<file path="src/rtl/multicycle_ctrl_pkg.sv">
// Shared encodings for the multi-cycle RV32I control unit: FSM states, ALU op codes,
// opcodes and datapath select codes. The ALU imports the same ALU op codes.
package mc_ctrl_pkg;

  typedef enum logic [3:0] {
    StReset    = 4'd0,
    StFetch    = 4'd1,
    StDecode   = 4'd2,
    StMemAdr   = 4'd3,
    StMemRead  = 4'd4,
    StMemWb    = 4'd5,
    StMemWrite = 4'd6,
    StExecR    = 4'd7,
    StExecI    = 4'd8,
    StAluWb    = 4'd9,
    StJal      = 4'd10,
    StBranch   = 4'd11,
    StIllegal  = 4'd12
  } state_e;

  localparam logic [3:0] AluAdd   = 4'b0000;
  localparam logic [3:0] AluSub   = 4'b0001;
  localparam logic [3:0] AluXor   = 4'b0010;
  localparam logic [3:0] AluAnd   = 4'b0011;
  localparam logic [3:0] AluPassB = 4'b0100;
  localparam logic [3:0] AluBne   = 4'b0101;
  localparam logic [3:0] AluBeq   = 4'b0111;

  localparam logic [6:0] OpR      = 7'b0110011;
  localparam logic [6:0] OpI      = 7'b0010011;
  localparam logic [6:0] OpLoad   = 7'b0000011;
  localparam logic [6:0] OpStore  = 7'b0100011;
  localparam logic [6:0] OpBranch = 7'b1100011;
  localparam logic [6:0] OpJal    = 7'b1101111;

  localparam logic [1:0] ImmI = 2'b00;
  localparam logic [1:0] ImmS = 2'b01;
  localparam logic [1:0] ImmB = 2'b10;
  localparam logic [1:0] ImmJ = 2'b11;

  localparam logic [1:0] ResAluOut = 2'b00;
  localparam logic [1:0] ResRdata  = 2'b01;
  localparam logic [1:0] ResAluRes = 2'b10;

  localparam logic [1:0] SrcAPc    = 2'b00;
  localparam logic [1:0] SrcAOldPc = 2'b01;
  localparam logic [1:0] SrcARs1   = 2'b10;

  localparam logic [1:0] SrcBRs2  = 2'b00;
  localparam logic [1:0] SrcBImm  = 2'b01;
  localparam logic [1:0] SrcBFour = 2'b10;

  function automatic logic [1:0] imm_src(input logic [6:0] opcode);
    case (opcode)
      OpStore:  return ImmS;
      OpBranch: return ImmB;
      OpJal:    return ImmJ;
      default:  return ImmI;
    endcase
  endfunction

endpackage

</file>
<file path="src/rtl/multicycle_ctrl_if.sv">
// Control-unit bundle: instruction/flag/memory-ready inputs and all datapath controls.
// master = the control unit, slave = the datapath and memory it drives.
interface multicycle_ctrl_if;
  logic [31:0] instr;
  logic        Zero;
  logic        mem_ready;
  logic        mem_req;
  logic        AdrSrc;
  logic        IRWrite;
  logic        PCWrite;
  logic        RegWrite;
  logic        MemWrite;
  logic [3:0]  ALUctrl;
  logic [1:0]  ALUSrcA;
  logic [1:0]  ALUSrcB;
  logic [1:0]  ImmSrc;
  logic [1:0]  ResultSrc;
  logic        illegal;
  logic [3:0]  state_dbg;

  modport master (
    input  instr, Zero, mem_ready,
    output mem_req, AdrSrc, IRWrite, PCWrite, RegWrite, MemWrite, ALUctrl,
           ALUSrcA, ALUSrcB, ImmSrc, ResultSrc, illegal, state_dbg
  );

  modport slave (
    output instr, Zero, mem_ready,
    input  mem_req, AdrSrc, IRWrite, PCWrite, RegWrite, MemWrite, ALUctrl,
           ALUSrcA, ALUSrcB, ImmSrc, ResultSrc, illegal, state_dbg
  );
endinterface

</file>
<file path="src/rtl/multicycle_ctrl_alu_dec.sv">
// ALU sub-decoder: maps opcode/funct3/funct7[5] to an ALU op code, flagging funct3
// values that no supported R-type, I-type ALU or branch instruction uses.
module alu_dec
  import mc_ctrl_pkg::*;
(
  input  logic [6:0] i_opcode,
  input  logic [2:0] i_funct3,
  input  logic       i_funct7_5,
  output logic [3:0] o_alu_ctrl,
  output logic       o_illegal
);

  always_comb begin
    o_alu_ctrl = AluAdd;
    o_illegal  = 1'b0;
    case (i_opcode)
      OpR, OpI: begin
        case (i_funct3)
          3'b000:  o_alu_ctrl = (i_opcode == OpR && i_funct7_5) ? AluSub : AluAdd;
          3'b100:  o_alu_ctrl = AluXor;
          3'b111:  o_alu_ctrl = AluAnd;
          default: o_illegal  = 1'b1;
        endcase
      end
      OpBranch: begin
        case (i_funct3)
          3'b000:  o_alu_ctrl = AluBeq;
          3'b001:  o_alu_ctrl = AluBne;
          default: o_illegal  = 1'b1;
        endcase
      end
      default: ;
    endcase
  end

endmodule

</file>
<file path="src/rtl/multicycle_ctrl.sv">
// Multi-cycle RV32I control FSM: fetch/decode/execute/memory/writeback sequencing.
// Build option MC_ILLEGAL_TRAP_EN makes ILLEGAL a sticky terminal trap; otherwise it is a NOP.
module multicycle_ctrl
  import mc_ctrl_pkg::*;
(
  input  logic              clk,
  input  logic              rst_n,
  multicycle_ctrl_if.master bus
);

  state_e     r_state;
  state_e     w_dispatch;
  logic [6:0] w_opcode;
  logic [2:0] w_funct3;
  logic [3:0] w_alu_ctrl;
  logic       w_dec_illegal;
  logic       w_unused_instr;

  assign w_opcode       = bus.instr[6:0];
  assign w_funct3       = bus.instr[14:12];
  assign w_unused_instr = ^{bus.instr[31], bus.instr[29:15], bus.instr[11:7]};

  alu_dec u_alu_dec (
    .i_opcode   (w_opcode),
    .i_funct3   (w_funct3),
    .i_funct7_5 (bus.instr[30]),
    .o_alu_ctrl (w_alu_ctrl),
    .o_illegal  (w_dec_illegal)
  );

  always_comb begin
    w_dispatch = StIllegal;
    case (w_opcode)
      OpLoad:   if (w_funct3 == 3'b010) w_dispatch = StMemAdr;
      OpStore:  w_dispatch = StMemAdr;
      OpR:      if (!w_dec_illegal) w_dispatch = StExecR;
      OpI:      if (!w_dec_illegal) w_dispatch = StExecI;
      OpBranch: if (!w_dec_illegal) w_dispatch = StBranch;
      OpJal:    w_dispatch = StJal;
      default:  ;
    endcase
  end

  always_ff @(posedge clk or negedge rst_n) begin
    if (!rst_n) begin
      r_state <= StReset;
    end else begin
      case (r_state)
        StReset:    r_state <= StFetch;
        StFetch:    if (bus.mem_ready) r_state <= StDecode;
        StDecode:   r_state <= w_dispatch;
        StMemAdr:   r_state <= (w_opcode == OpLoad) ? StMemRead : StMemWrite;
        StMemRead:  if (bus.mem_ready) r_state <= StMemWb;
        StMemWb:    r_state <= StFetch;
        StMemWrite: if (bus.mem_ready) r_state <= StFetch;
        StExecR:    r_state <= StAluWb;
        StExecI:    r_state <= StAluWb;
        StAluWb:    r_state <= StFetch;
        StJal:      r_state <= StAluWb;
        StBranch:   r_state <= StFetch;
`ifdef MC_ILLEGAL_TRAP_EN
        StIllegal:  r_state <= StIllegal;
`else
        StIllegal:  r_state <= StFetch;
`endif
        default:    r_state <= StReset;
      endcase
    end
  end

`ifdef MC_ILLEGAL_TRAP_EN
  logic r_illegal;

  always_ff @(posedge clk or negedge rst_n) begin
    if (!rst_n) begin
      r_illegal <= 1'b0;
    end else if (r_state == StDecode && w_dispatch == StIllegal) begin
      r_illegal <= 1'b1;
    end
  end

  assign bus.illegal = r_illegal;
`else
  assign bus.illegal = 1'b0;
`endif

  assign bus.state_dbg = r_state;

  // Moore decode, except FETCH write strobes (mem_ready) and BRANCH PCWrite (Zero).
  always_comb begin
    bus.mem_req   = 1'b0;
    bus.AdrSrc    = 1'b0;
    bus.IRWrite   = 1'b0;
    bus.PCWrite   = 1'b0;
    bus.RegWrite  = 1'b0;
    bus.MemWrite  = 1'b0;
    bus.ALUctrl   = AluAdd;
    bus.ALUSrcA   = SrcAPc;
    bus.ALUSrcB   = SrcBRs2;
    bus.ImmSrc    = ImmI;
    bus.ResultSrc = ResAluOut;
    case (r_state)
      StFetch: begin
        bus.mem_req   = 1'b1;
        bus.ALUSrcB   = SrcBFour;
        bus.ResultSrc = ResAluRes;
        bus.IRWrite   = bus.mem_ready;
        bus.PCWrite   = bus.mem_ready;
      end
      StDecode: begin
        bus.ALUSrcA = SrcAOldPc;
        bus.ALUSrcB = SrcBImm;
        bus.ImmSrc  = imm_src(w_opcode);
      end
      StMemAdr: begin
        bus.ALUSrcA = SrcARs1;
        bus.ALUSrcB = SrcBImm;
      end
      StMemRead: begin
        bus.mem_req = 1'b1;
        bus.AdrSrc  = 1'b1;
      end
      StMemWb: begin
        bus.ResultSrc = ResRdata;
        bus.RegWrite  = 1'b1;
      end
      StMemWrite: begin
        bus.mem_req  = 1'b1;
        bus.MemWrite = 1'b1;
        bus.AdrSrc   = 1'b1;
      end
      StExecR: begin
        bus.ALUSrcA = SrcARs1;
        bus.ALUctrl = w_alu_ctrl;
      end
      StExecI: begin
        bus.ALUSrcA = SrcARs1;
        bus.ALUSrcB = SrcBImm;
        bus.ALUctrl = w_alu_ctrl;
      end
      StAluWb: bus.RegWrite = 1'b1;
      StJal: begin
        bus.ALUSrcA = SrcAOldPc;
        bus.ALUSrcB = SrcBFour;
        bus.PCWrite = 1'b1;
      end
      StBranch: begin
        bus.ALUSrcA = SrcARs1;
        bus.ALUctrl = w_alu_ctrl;
        bus.PCWrite = ~bus.Zero;
      end
      default: ;
    endcase
  end

endmodule
</file>
<file path="src/flat_wrapper.sv">
// flat-port wrapper written by rule: the top's interface ports become plain ports
module multicycle_ctrl_flat import mc_ctrl_pkg::*;
  (clk, rst_n, bus_instr, bus_Zero, bus_mem_ready, bus_mem_req, bus_AdrSrc, bus_IRWrite, bus_PCWrite, bus_RegWrite, bus_MemWrite, bus_ALUctrl, bus_ALUSrcA, bus_ALUSrcB, bus_ImmSrc, bus_ResultSrc, bus_illegal, bus_state_dbg);
  multicycle_ctrl_if bus_i ();
  input  logic clk;
  input  logic rst_n;
  input wire logic [$bits(bus_i.instr)-1:0] bus_instr;
  input wire logic [$bits(bus_i.Zero)-1:0] bus_Zero;
  input wire logic [$bits(bus_i.mem_ready)-1:0] bus_mem_ready;
  output wire logic [$bits(bus_i.mem_req)-1:0] bus_mem_req;
  output wire logic [$bits(bus_i.AdrSrc)-1:0] bus_AdrSrc;
  output wire logic [$bits(bus_i.IRWrite)-1:0] bus_IRWrite;
  output wire logic [$bits(bus_i.PCWrite)-1:0] bus_PCWrite;
  output wire logic [$bits(bus_i.RegWrite)-1:0] bus_RegWrite;
  output wire logic [$bits(bus_i.MemWrite)-1:0] bus_MemWrite;
  output wire logic [$bits(bus_i.ALUctrl)-1:0] bus_ALUctrl;
  output wire logic [$bits(bus_i.ALUSrcA)-1:0] bus_ALUSrcA;
  output wire logic [$bits(bus_i.ALUSrcB)-1:0] bus_ALUSrcB;
  output wire logic [$bits(bus_i.ImmSrc)-1:0] bus_ImmSrc;
  output wire logic [$bits(bus_i.ResultSrc)-1:0] bus_ResultSrc;
  output wire logic [$bits(bus_i.illegal)-1:0] bus_illegal;
  output wire logic [$bits(bus_i.state_dbg)-1:0] bus_state_dbg;
  assign bus_i.instr = bus_instr;
  assign bus_i.Zero = bus_Zero;
  assign bus_i.mem_ready = bus_mem_ready;
  assign bus_mem_req = bus_i.mem_req;
  assign bus_AdrSrc = bus_i.AdrSrc;
  assign bus_IRWrite = bus_i.IRWrite;
  assign bus_PCWrite = bus_i.PCWrite;
  assign bus_RegWrite = bus_i.RegWrite;
  assign bus_MemWrite = bus_i.MemWrite;
  assign bus_ALUctrl = bus_i.ALUctrl;
  assign bus_ALUSrcA = bus_i.ALUSrcA;
  assign bus_ALUSrcB = bus_i.ALUSrcB;
  assign bus_ImmSrc = bus_i.ImmSrc;
  assign bus_ResultSrc = bus_i.ResultSrc;
  assign bus_illegal = bus_i.illegal;
  assign bus_state_dbg = bus_i.state_dbg;
  multicycle_ctrl u_core (.clk(clk), .rst_n(rst_n), .bus(bus_i));
endmodule
</file>
<file path="config.mk">
export PLATFORM = sky130hd
export DESIGN_NAME = multicycle_ctrl_flat
export DESIGN_NICKNAME = d
export VERILOG_FILES = /design/src/rtl/multicycle_ctrl_pkg.sv /design/src/rtl/multicycle_ctrl_if.sv /design/src/rtl/multicycle_ctrl_alu_dec.sv /design/src/rtl/multicycle_ctrl.sv /design/src/flat_wrapper.sv
export SDC_FILE = /design/constraint.sdc
export NUM_CORES = 1
export LEC_CHECK = 0
export CELL_PAD_IN_SITES_DETAIL_PLACEMENT = 2
export CELL_PAD_IN_SITES_GLOBAL_PLACEMENT = 2
export CORE_MARGIN = 2
export CORE_UTILIZATION = 16
export DETAILED_ROUTE_END_ITERATION = 7
export PLACE_DENSITY = 0.89
export SLEW_MARGIN = 20
export SYNTH_ARGS = -nofsm -noshare
export SYNTH_HDL_FRONTEND = slang
export SYNTH_SLANG_ARGS = --single-unit
export TNS_END_PERCENT = 1
</file>
<file path="constraint.sdc">
create_clock -name clk -period 2.96 [get_ports clk]
set_input_delay 0.74 -clock clk [delete_from_list [all_inputs] [get_ports clk]]
set_output_delay 0.74 -clock clk [all_outputs]
set_load 0.03 [all_outputs]
</file>
# After elaboration in Yosys (flattened, before gate mapping)
# Cells that the tools add are included.
[word_totals]
output_inout_bits = 23
elab_cells = 73
reg_bits = 4
in_bits = 36
[classes]
n_reduce_logical = 17
n_mux = 29
bitwise_logic = 1
n_eq_ne = 25
[ops]
columns = ["operator", "count"]
rows = [
  ["case mux 4 bit (7 select lines)", 1],
  ["case mux 4 bit (6 select lines)", 1],
  ["equality test 4 bit (second input constant)", 5],
  ["2-to-1 mux 4 bit", 5],
  ["equality test 4 x 3 -> 1 bit (second input constant)", 4],
  ["OR reduction 3 bit", 5],
  ["equality test 7 x 6 -> 1 bit (second input constant)", 2],
  ["equality test 7 bit (second input constant)", 2],
  ["case mux 2 bit (2 select lines)", 3],
  ["case mux 2 bit (3 select lines)", 2],
  ["case mux 3 bit (2 select lines)", 2],
  ["OR reduction 2 bit", 6],
  ["2-to-1 mux 3 bit", 3],
  ["equality test 4 x 2 -> 1 bit (second input constant)", 2],
  ["2-to-1 mux 1 bit", 8],
  ["equality test 7 x 2 -> 1 bit (second input constant)", 1],
  ["equality test 7 x 5 -> 1 bit (second input constant)", 1],
  ["equality test 3 bit (second input constant)", 2],
  ["!= test 2 bit (second input constant)", 3],
  ["OR reduction 5 bit", 1],
  ["equality test 4 x 1 -> 1 bit (second input constant)", 1],
  ["logical NOT 4 bit", 1],
  ["2-to-1 mux 2 bit", 2],
  ["OR reduction 4 bit", 1],
  ["other kinds (8)", 8],
]

# Longest topological paths before layout
# Gate-level depths: netlist of the first run.
[logic_depth]
ltp_word = 7
ltp_mapped = 5
ltp_nobuf = 4

# By module
# A second synthesis of the first run with hierarchy kept.
[unflattened]
cells_unflattened = 112
hier_area_um2 = 774.5
[modules_own_cells]
columns = ["mod", "area_each_um2", "cells_each", "n_inst", "seq_area_each_um2"]
rows = [
  ["multicycle_ctrl", 644.4, 90, 1, 100.1],
  ["alu_dec", 130.1, 22, 1, 0.0],
]

# Worst setup path before layout of the first run
# OpenSTA, ideal clock, no wires.
[synth_timing]
path_type = "input-to-output"
startpoint = "input bus_instr[3]"
endpoint = "output bus_ImmSrc[0]"
required_ns = 2.220
setup_slack_ns = 0.116
arrival_time_ns = 2.104
stages = 3
n_path_buf = 0
path_cell_list = "nand4bb_1 or2_2 a211oi_1"
[synth_via]
elab_chain_len = 3
elab_cells_between_ends = 5
classes_between = "3 x eq/ne; 2 x mux"
[synth_lines]
columns = ["item", "line", "rtl"]
rows = [
  ["start, declared", "flat_wrapper.sv:7", "input wire logic [$bits(bus_i.instr)-1:0] bus_instr;"],
  ["equality test 7 bit / equality test 7 x 6 -> 1 bit (equally long branches)", "multicycle_ctrl_pkg.sv:54", "case (opcode)"],
  ["case mux 2 bit (3 select lines) *", "multicycle_ctrl_pkg.sv:54", ""],
  ["2-to-1 mux 2 bit *", "multicycle_ctrl.sv:102", "case (r_state)"],
  ["end, declared", "flat_wrapper.sv:19", "output wire logic [$bits(bus_i.ImmSrc)-1:0] bus_ImmSrc;"],
]
# Every way passes the cells marked *; elsewhere a longest branch is shown, timed or not.

# Final worst setup path of the first run
[layout_timing]
startpoint = "input bus_instr[4]"
endpoint = "output bus_ALUctrl[0]"
[layout_via]
elab_chain_len = 6
elab_cells_between_ends = 9
classes_between = "3 x eq/ne; 4 x mux; 2 x reduce/logical"
[layout_lines]
columns = ["item", "line", "rtl"]
rows = [
  ["equality test 7 x 6 -> 1 bit", "multicycle_ctrl_alu_dec.sv:16, multicycle_ctrl_alu_dec.sv:19", ""],
  ["logical AND 1 bit", "multicycle_ctrl_alu_dec.sv:19", "3'b000: o_alu_ctrl = (i_opcode == OpR && i_funct7_5) ? AluSub : AluAdd;"],
  ["2-to-1 mux 1 bit", "multicycle_ctrl_alu_dec.sv:19", ""],
  ["case mux 2 bit (3 select lines)", "multicycle_ctrl_alu_dec.sv:18", "case (i_funct3)"],
  ["case mux 3 bit (2 select lines) *", "multicycle_ctrl_alu_dec.sv:16", "case (i_opcode)"],
  ["2-to-1 mux 3 bit *", "multicycle_ctrl.sv:102", ""],
  ["end, declared", "flat_wrapper.sv:16", "output wire logic [$bits(bus_i.ALUctrl)-1:0] bus_ALUctrl;"],
]
# Marks and branches as above.

==> results of run 1 <==
-- critical path, stage by stage --
cell,delay (ns)
clkdlybuf4s50_1,0.53
inv_1,0.13
nor3_4,0.23
nand2_2,0.10
o21ai_1,0.18
buf_4,0.18
-- final cells by class --
type                            instances  area (sq um)  share of cell area [%]
Sequential cell                         4           101                    7.54
Clock buffer                            3          41.3                    3.07
Timing Repair Buffer                   54           492                    36.6
Multi-Input combinational cell         94           629                    46.8
Tap cell                               52          65.1                    4.84
Inverter                                4          15.0                    1.12
-- where the power goes --
group          internal, mW  switching [mW]
clock                0.0864          0.0247
combinational         0.337           0.453
sequential           0.0806          0.0603
total                 0.504           0.538
-- what timing repair did --
item	in CTS	in global routing
setup endpoints to repair	2	5
pin swaps	3	4
gates cloned	0	0
gates resized for setup	7	11
setup buffers	0	1
endpoints found under the hold margin	0	0
-- worst max path at each step --
| stage | startpoint | end | slack [ns] | cells after the start |
|---|---|---|---|---|
| floorplan | bus_instr[3] | bus_ImmSrc[0] | 0.12 | 3 |
| global placement | bus_instr[3] | bus_ALUctrl[0] | 0.02 | 7 |
| detailed placement | bus_instr[3] | bus_ALUctrl[0] | -0.11 | 7 |
| CTS | bus_instr[2] | bus_ALUctrl[1] | 0.009 | 7 |
| global route | bus_instr[4] | bus_ALUctrl[1] | 0.02 | 6 |
| finish | bus_instr[4] | bus_ALUctrl[0] | 0.13 | 6 |
-- routing by layer --
layer / GRT usage [%] / part of all wire [%]
met1: 16.2 / 43
met2: 23.1 / 53
met3: 0.703 / 3.3
met4: 4.40 / 1.1
met5: 0 / 0
-- metrics by stage --
stage,util [%],hold slack [ns],total power [mW],std cells
global route,30.7,0.730,1.12,211
floorplan,-,0.444,0.621,112
global placement,27.7,0.748,0.907,207
finish,30.7,0.731,1.04,211
CTS,29.4,0.722,1.05,210
detailed placement,27.7,0.745,0.926,207
-- cells in the final DEF, fill, tap and decap left out, drive strengths merged, types with 5 or more instances in the layout --
master	n
nand2	5
clkdlybuf4s50	23
nand3	7
nor2	12
a21oi	7
nor3	6
nand2b	6
o21ai	7
buf	26
-- cells in the mapped netlist --
cell type and count:
or3b_1 1, conb_1 1, o211ai_1 3, nand2b_1 6
a22o_1 1, buf_6 1, and2_1 4, o21ai_0 7
a21o_1 1, or4b_4 1, nor2_1 12, nand4b_1 1
nor3b_1 1, o21a_1 1, o32ai_1 1, xnor2_1 2
nand2_1 5, nor4_1 3, and3_1 4, buf_2 3
a21oi_1 7, or2_2 2, a211oi_1 1, nand3b_1 2
inv_1 4, o22a_1 1, clkbuf_1 4, dfrtp_1 4
o41ai_1 1, o22ai_1 4, nor2b_1 2, o221ai_1 1
nor3_1 6, nand3_1 7, a211oi_2 1, nand4bb_1 1
o311ai_1 1, buf_4 2, mux2i_1 1
-- kinds of logic after synthesis --
family          Yosys count  share of synthesized area, %
simple gates             58                          44.4
compound gates           31                          28.0
buf+inv                  14                          9.72
flops                     4                          13.7
xor+xnor                  2                          2.39
mux                       1                          1.37
other cells               1                         0.511
==> summary.txt, run 1 <==
outcome -> completed
type of origin of the critical path -> input pin
crit-path max FO -> 4
Syn Std Cell Area -> 733 sq um
H-tree levels -> 1
Placement Cell Area -> 0.00121 sq mm
TritonCTS Buffers -> 3
fin nets -> 197
share of the synthesized area in the top cell type -> 13.7%
gr ovfl total -> 0
max_cap viols -> 0
post-synthesis cell type count -> 39
worst min path class -> in -> async
Power Density -> 776 mW/mm^2
kind of critical path -> in -> out
final setup fails -> 0
Clock Tree Buf Depth -> 2
endpoints failing hold -> 0
drt wl/cell -> 15.5 um
maximum vdd ir drop -> 0.197 mV
Root Buffer -> clkbuf_8
RSZ-0062 raised after global routing -> false
TritonCTS clock tree -> done
Post-Route WL -> 3280 um
R2R Setup Slk -> 1.20 ns
sinks on the clock net -> 4
Pre-antenna DRT Iters -> 4
synth top area cells -> dfrtp_1 (14%), nor2_1 (6.1%), nand2b_1 (5.1%), a21oi_1 (4.8%), nand3_1 (4.8%)
Initial DRC Count -> 58
DRC viols -> 0
Clk pin slew, worst setup/hold paths -> 0.03 ns
max reg flops -> 4
max-slew violation count -> 0
crit path DAT -> 2.09 ns
post-route ant nets -> 0
Yosys warning count -> 0
area leader, netlist -> dfrtp_1
worst flop-to-flop path endpoint -> u_core.bus.state_dbg[2]$_DFFE_PN0P_
cell area after layout -> 0.00134 sq mm
Total GRT Usage -> 12.8%
FF-to-FF path depth -> 5
CTS Hold Bufs -> 0
Crit path required time -> 2.22 ns
Fin Clk Skew -> 0.000183 ns
fin crit share -> 95.5%
Fin Setup TNS -> 0 ns
vias in the first global route -> 1,076
initial antenna violation count -> 0
ANT cells -> 0
pre-CTS setup slack -> -0.108 ns
DP HPWL -> 2560 um
Post-Syn Area per Cell -> 6.61 sq um
Fillers -> 528
GPL Wtd Cong -> 0.747
largest net degree at the start of global routing -> 20
die height -> 71.7 um
Chip Width -> 71.7 um
P&R area growth vs syn -> 83.3%
setup ws final -> 0.133 ns
CORE AREA -> 0.00438 sq mm
CP Capture Type -> output pin
Final Critical Period -> 2.83 ns
Leak -> 0.568 nW
cells after synthesis -> 111
die area -> 0.00514 sq mm
layout cells sized above 1 -> 25.8%
#FFs+latches synth -> 4
Worst-Skew Late Latency -> 0.21 ns
# IOs -> 59
Initial Util -> 16.7%
total number of vias -> 1,045
first-pass GRT wire length -> 5270 um
Worst R2R Start -> u_core.bus.state_dbg[3]$_DFFE_PN0P_
I/O Buffers -> 35
Seq/Total Area, Yosys -> 13.7%
DR vias/cell -> 4.95
Fmax -> 354 MHz
Row Count -> 24
No activity file was read; power rests on OpenSTA's default activity.
==> run 2, diff against run 1 <==
--- a/config.mk
+++ b/config.mk
@@ -8,11 +8,13 @@
 export CELL_PAD_IN_SITES_DETAIL_PLACEMENT = 2
 export CELL_PAD_IN_SITES_GLOBAL_PLACEMENT = 2
 export CORE_MARGIN = 2
-export CORE_UTILIZATION = 16
+export CORE_UTILIZATION = 17
 export DETAILED_ROUTE_END_ITERATION = 7
-export PLACE_DENSITY = 0.89
+export GPL_TIMING_DRIVEN = 0
+export PLACE_DENSITY = 0.9
 export SLEW_MARGIN = 20
 export SYNTH_ARGS = -nofsm -noshare
 export SYNTH_HDL_FRONTEND = slang
+export SYNTH_HIERARCHICAL = 1
 export SYNTH_SLANG_ARGS = --single-unit
 export TNS_END_PERCENT = 1
==> run 2 against run 1 <==
Cell area fell by 6.9%; worst setup slack worse by 0.076 ns; final cell count down 3.8%; routed wire length is 4.9% lower; largest cell class unchanged; largest power group unchanged.
==> summary.txt, run 2 <==
Worst R2R Start -> u_core/bus.state_dbg[3]$_DFFE_PN0P_
synth top area cells -> dfrtp_1 (13%), nor2_1 (8.2%), a21oi_1 (6.5%), and2_1 (6.5%), o21ai_0 (3.9%)
pre-CTS setup slack -> -0.759 ns
area leader, netlist -> dfrtp_1
type of origin of the critical path -> input pin
post-route ant nets -> 0
die area -> 0.00511 sq mm
DP HPWL -> 2310 um
CP Buf/Inv Count -> 2
Clock Tree Buf Depth -> 2
ANT cells -> 0
worst min path class -> in -> async
Commonest cells post-synth -> nor2_1 (17), a21oi_1 (10), and2_1 (8), o21ai_0 (6)
I/O Buffers -> 35
Worst path depth -> 6
GPL Wtd Cong -> 0.745
#FFs+latches synth -> 4
worst flop-to-flop path endpoint -> u_core/bus.state_dbg[0]$_DFFE_PN0P_
fin crit share -> 98.1%
CP peak stage delay -> 0.55 ns
Fillers -> 517
post-synthesis cell type count -> 43
Synth async-reset ratio -> 100%
Chip Width -> 71.5 um
cells after synthesis -> 112
crit-path max FO -> 5
share of the synthesized area in the top cell type -> 12.9%
Post-Route WL -> 3120 um
Crit path required time -> 2.22 ns
cell area after layout -> 0.00125 sq mm
P&R area growth vs syn -> 61.6%
crit path DAT -> 2.16 ns
Seq/Total Area, Yosys -> 12.9%
max-slew violation count -> 0
initial antenna violation count -> 0
Initial Util -> 17.7%
Syn Std Cell Area -> 774 sq um
sinks on the clock net -> 4
DR vias/cell -> 4.74
largest net degree at the start of global routing -> 11
Power Density -> 742 mW/mm^2
Leak -> 0.494 nW
CORE AREA -> 0.00438 sq mm
fin nets -> 189
most common cell after layout, fill and taps aside -> clkdlybuf4s50_1
EDFF count, synth -> 0
TritonCTS Buffers -> 3
TritonCTS clock tree -> done
Main synth FF type -> dfrtp_1
slowest CP cell -> clkdlybuf4s50_1
total number of vias -> 962
Fmax -> 345 MHz
endpoints failing hold -> 0
first-pass GRT wire length -> 5280 um
most numerous cell in the Yosys netlist -> nor2_1
max_cap viols -> 0
Pre-antenna DRT Iters -> 4
layout cells sized above 1 -> 21.2%
Worst path top cell family by delay -> buffers and inverters
Row Count -> 24
commonest non-fill, non-tap cells in the layout -> clkdlybuf4s50_1 (20), nor2_1 (16), a21oi_1 (9)
critical path endpoint -> bus_ALUctrl[0]
outcome -> completed
FF-to-FF path depth -> 4
setup ws final -> 0.0573 ns
Syn Nets -> 148
die height -> 71.5 um
Initial DRC Count -> 63
R2R Setup Slk -> 1.40 ns
kind of critical path -> in -> out
RSZ-0062 raised after global routing -> true
maximum vdd ir drop -> 0.227 mV
max reg flops -> 4
DRC viols -> 0
H-tree levels -> 1
Yosys warning count -> 6
# IOs -> 59
Worst-Skew Late Latency -> 0.22 ns
final setup fails -> 0
Final Critical Period -> 2.90 ns
worst-path cell chain -> clkdlybuf4s50_1 > and3b_1 > nand3_1 > a31oi_1 > and2_1 > clkdlybuf4s15_2
Clk pin slew, worst setup/hold paths -> 0.03 ns
CP Capture Type -> output pin
Post-Syn Area per Cell -> 6.92 sq um
drt wl/cell -> 15.3 um
Fin Clk Skew -> 0.00115 ns
gr ovfl total -> 0
crit path from -> bus_instr[14]
vias in the first global route -> 1,078
Total GRT Usage -> 12.7%
Placement Cell Area -> 0.00119 sq mm
Root Buffer -> clkbuf_8
run 2: logic make-up (layout without fill, tap and decap cells):
family          count (synthesis)  after routing  share of synthesized area, %
simple gates                   62             62                          48.0
compound gates                 28             28                          23.9
buf+inv                        12             51                          9.21
flops                           4              4                          12.9
other cells                     2              2                         0.970
xor+xnor                        2              2                          2.26
fa+ha+maj                       1              1                          1.45
mux                             1              1                          1.29
run 2: how the worst min path moves through the flow:
stage | endpoint | slack, ns | cells past startpoint
5_1_grt | u_core/bus.state_dbg[1]$_DFFE_PN0P_ | 0.75 | 1
6_report | u_core/bus.state_dbg[2]$_DFFE_PN0P_ | 0.74 | 1
3_3_place_gp | u_core/bus.state_dbg[2]$_DFFE_PN0P_ | 0.74 | 2
3_5_place_dp | u_core/bus.state_dbg[2]$_DFFE_PN0P_ | 0.75 | 2
2_1_floorplan | u_core/bus.state_dbg[0]$_DFFE_PN0P_ | 0.44 | 0
4_1_cts | u_core/bus.state_dbg[2]$_DFFE_PN0P_ | 0.74 | 1
run 2: cell type report:
cell class	instances	area (sq um)	area share, %
Multi-Input combinational cell	96	621	49.6
Inverter	3	11.3	0.900
Buffer	9	71.3	5.70
Clock buffer	3	41.3	3.30
Sequential cell	4	100	8.00
Timing Repair Buffer	36	342	27.3
Tap cell	52	65.1	5.20
run 2: stage by stage:
| stage | util (%) | hold slack (ns) | cells | TNS [ns] | power (mW) |
|---|---|---|---|---|---|
| CTS | 28.2 | 0.740 | 203 | -0.105 | 0.930 |
| global route | 28.5 | 0.750 | 203 | -0.0432 | 0.987 |
| global placement | 27.1 | 0.737 | 199 | -2.19 | 0.795 |
| detailed placement | 27.1 | 0.753 | 199 | -2.35 | 0.813 |
| finish | 28.5 | 0.740 | 203 | 0 | 0.929 |
| floorplan | - | 0.444 | 112 | 0 | 0.533 |
run 2: where the power goes:
group	switching [mW]	total [mW]	leakage, nW	internal [mW]
Clock	0.0274	0.114	0.0216	0.0866
Combinational	0.438	0.712	0.422	0.274
Sequential	0.0259	0.102	0.0503	0.0765
run 2: layer usage:
layer	global-route usage (%)	part of all wire, %	vias to the layer above
met3	1.55	4.4	0
met4	2.94	0	0
met5	0	0	-
met2	22.6	50	27
li1	-	-	472
met1	16.3	45	463
run 2: repair_timing:
item / 4_1_cts / 5_1_grt
gates cloned: 0 / 0
setup endpoints to repair: 8 / 9
buffers inserted: 1 / 0
hold buffers: 0 / 0
gates resized for setup: 27 / 22
pin swaps: 1 / 1
run 2: worst register-to-register path, delay by kind of cell (launching register included):
family / cells / cell delay [ns]
simple gates: 2 / 0.60
flops: 1 / 0.40
compound gates: 2 / 0.49
==> run 3, diff against run 2 <==
--- a/config.mk
+++ b/config.mk
@@ -7,12 +7,12 @@
 export LEC_CHECK = 0
 export CELL_PAD_IN_SITES_DETAIL_PLACEMENT = 2
 export CELL_PAD_IN_SITES_GLOBAL_PLACEMENT = 2
+export CORE_ASPECT_RATIO = 0.9
 export CORE_MARGIN = 2
 export CORE_UTILIZATION = 17
 export DETAILED_ROUTE_END_ITERATION = 7
 export GPL_TIMING_DRIVEN = 0
 export PLACE_DENSITY = 0.9
-export SLEW_MARGIN = 20
 export SYNTH_ARGS = -nofsm -noshare
 export SYNTH_HDL_FRONTEND = slang
 export SYNTH_HIERARCHICAL = 1
==> run 3 against run 2 <==
Highest routed layer is now met4; total power increased by 0.16%; die area about the same; final cell count increased by 5.4%; cell area increased by 1.0%; critical endpoint is now bus_ImmSrc[0]; global-route usage increased by 0.16 points; core utilization about the same; via count increased by 2.6%; worst hold slack got worse by 0.0092 ns; clock power about the same.
==> summary.txt, run 3 (same netlist as run 2, synthesis figures left out) <==
outcome -> completed
most common cell after layout, fill and taps aside -> clkdlybuf4s50_1
DP HPWL -> 2420 um
NetSw -> 494 uW
Fin Clk Skew -> 0.00335 ns
Pre-antenna DRT Iters -> 4
Worst-Skew Late Latency -> 0.22 ns
Row Count -> 23
Chip Width -> 75.2 um
drt wl/cell -> 14.4 um
R2R Setup Slk -> 1.38 ns
Final Critical Period -> 2.88 ns
Crit path required time -> 2.22 ns
Placement Cell Area -> 0.00120 sq mm
gr ovfl total -> 0
Worst R2R Start -> u_core/bus.state_dbg[3]$_DFFE_PN0P_
Fmax -> 348 MHz
layout cells sized above 1 -> 19.1%
total number of vias -> 987
worst-path cell chain -> dlygate4sd2_1 > nand4bb_4 > or2_4 > or3_4 > a21oi_4 > buf_6
fin crit share -> 97.2%
sinks on the clock net -> 4
max_cap viols -> 0
critical path endpoint -> bus_ImmSrc[0]
CP peak stage delay -> 0.35 ns
setup ws final -> 0.0830 ns
Worst path top cell family by delay -> simple AND/OR/NAND/NOR gates
internal power -> 436 uW
combinational share of power -> 76.6%
TritonCTS Buffers -> 3
die area -> 0.00511 sq mm
Power Density -> 736 mW/mm^2
Total GRT Usage -> 12.9%
sequential power share -> 10.9%
type of origin of the critical path -> input pin
kind of critical path -> in -> out
final setup fails -> 0
crit-path max FO -> 4
DR vias/cell -> 4.61
CTS Hold Bufs -> 0
first-pass GRT wire length -> 5070 um
Clk pin slew, worst setup/hold paths -> 0.03 ns
commonest non-fill, non-tap cells in the layout -> clkdlybuf4s50_1 (20), nor2_1 (17), a21oi_1 (9)
Initial Util -> 17.5%
Final Core Density -> 28.5%
H-tree levels -> 1
GPL Wtd Cong -> 0.775
pre-CTS setup slack -> -0.773 ns
P&R area growth vs syn -> 63.2%
initial antenna violation count -> 0
Fin Setup TNS -> 0 ns
FF-to-FF path depth -> 4
total power -> 930 uW
WHS -> 0.731 ns
ANT cells -> 0
Worst path depth -> 6
Root Buffer -> clkbuf_8
crit path from -> bus_instr[2]
post-route ant nets -> 0
largest net degree at the start of global routing -> 11
CORE AREA -> 0.00443 sq mm
DRC viols -> 0
Initial DRC Count -> 71
maximum vdd ir drop -> 0.172 mV
cell area after layout -> 0.00126 sq mm
worst min path class -> in -> async
RSZ-0062 raised after global routing -> false
I/O Buffers -> 35
Clock Tree Buf Depth -> 2
switch share -> 53.1%
CP Buf/Inv Count -> 2
TritonCTS clock tree -> done
max-slew violation count -> 0
Post-Route WL -> 3090 um
crit path DAT -> 2.14 ns
slowest CP cell -> or3_4
# IOs -> 59
dpl cells -> 209
CP Capture Type -> output pin
Fillers -> 535
endpoints failing hold -> 0
worst flop-to-flop path endpoint -> u_core/bus.state_dbg[0]$_DFFE_PN0P_
clock share of power -> 12.4%
fin nets -> 190
Leak -> 0.502 nW
die height -> 68.0 um
vias in the first global route -> 1,015
max reg flops -> 4
final cell count without fillers -> 214
## run 3: how the worst min path moves through the flow
stage	end	cells after the start
2_1_floorplan	u_core/bus.state_dbg[0]$_DFFE_PN0P_	0
3_3_place_gp	u_core/bus.state_dbg[2]$_DFFE_PN0P_	2
3_5_place_dp	u_core/bus.state_dbg[2]$_DFFE_PN0P_	2
4_1_cts	u_core/bus.state_dbg[3]$_DFFE_PN0P_	1
5_1_grt	u_core/bus.state_dbg[3]$_DFFE_PN0P_	1
6_report	u_core/bus.state_dbg[3]$_DFFE_PN0P_	1
## run 3: what timing repair did
| item | 4_1_cts | 5_1_grt |
|---|---|---|
| setup endpoints to repair | 8 | 6 |
| gates cloned | 0 | 0 |
| gates resized for setup | 31 | 15 |
| pin swaps | 1 | 2 |
| setup buffers | 1 | 1 |
## run 3: metal layers
layer  track usage [%]  part of all wire, %  vias to the layer above
met5                 0                    0                        -
met4              3.95                 0.52                        0
met3             0.884                  3.1                        2
met2              22.1                   52                       23
met1              17.1                   44                      479
li1                  -                    -                      483
## run 3: cell type report
class	instances	area [sq um]	area share (%)
sequential	4	100	7.92
inverter	3	11.3	0.891
buffer	9	67.6	5.35
multi-input combinational	96	624	49.4
tap	62	77.6	6.14
clock buffer	3	41.3	3.27
timing repair buffer	37	342	27.0
## run 3: worst register-to-register path, cell delays in order (launching register included)
cell,delay (ns)
dfrtp_1,0.40
nand2b_1,0.18
or3_1,0.45
a2111oi_2,0.29
o32a_2,0.20
## run 3: power groups by stage
stage	Combinational [mW]	Clock (mW)	Sequential (mW)
after floorplan	0.398	0	0.135
after global placement	0.699	0	0.101
after detailed placement	0.720	0	0.104
after CTS	0.713	0.119	0.103
after global routing	0.773	0.122	0.108
final	0.713	0.115	0.102
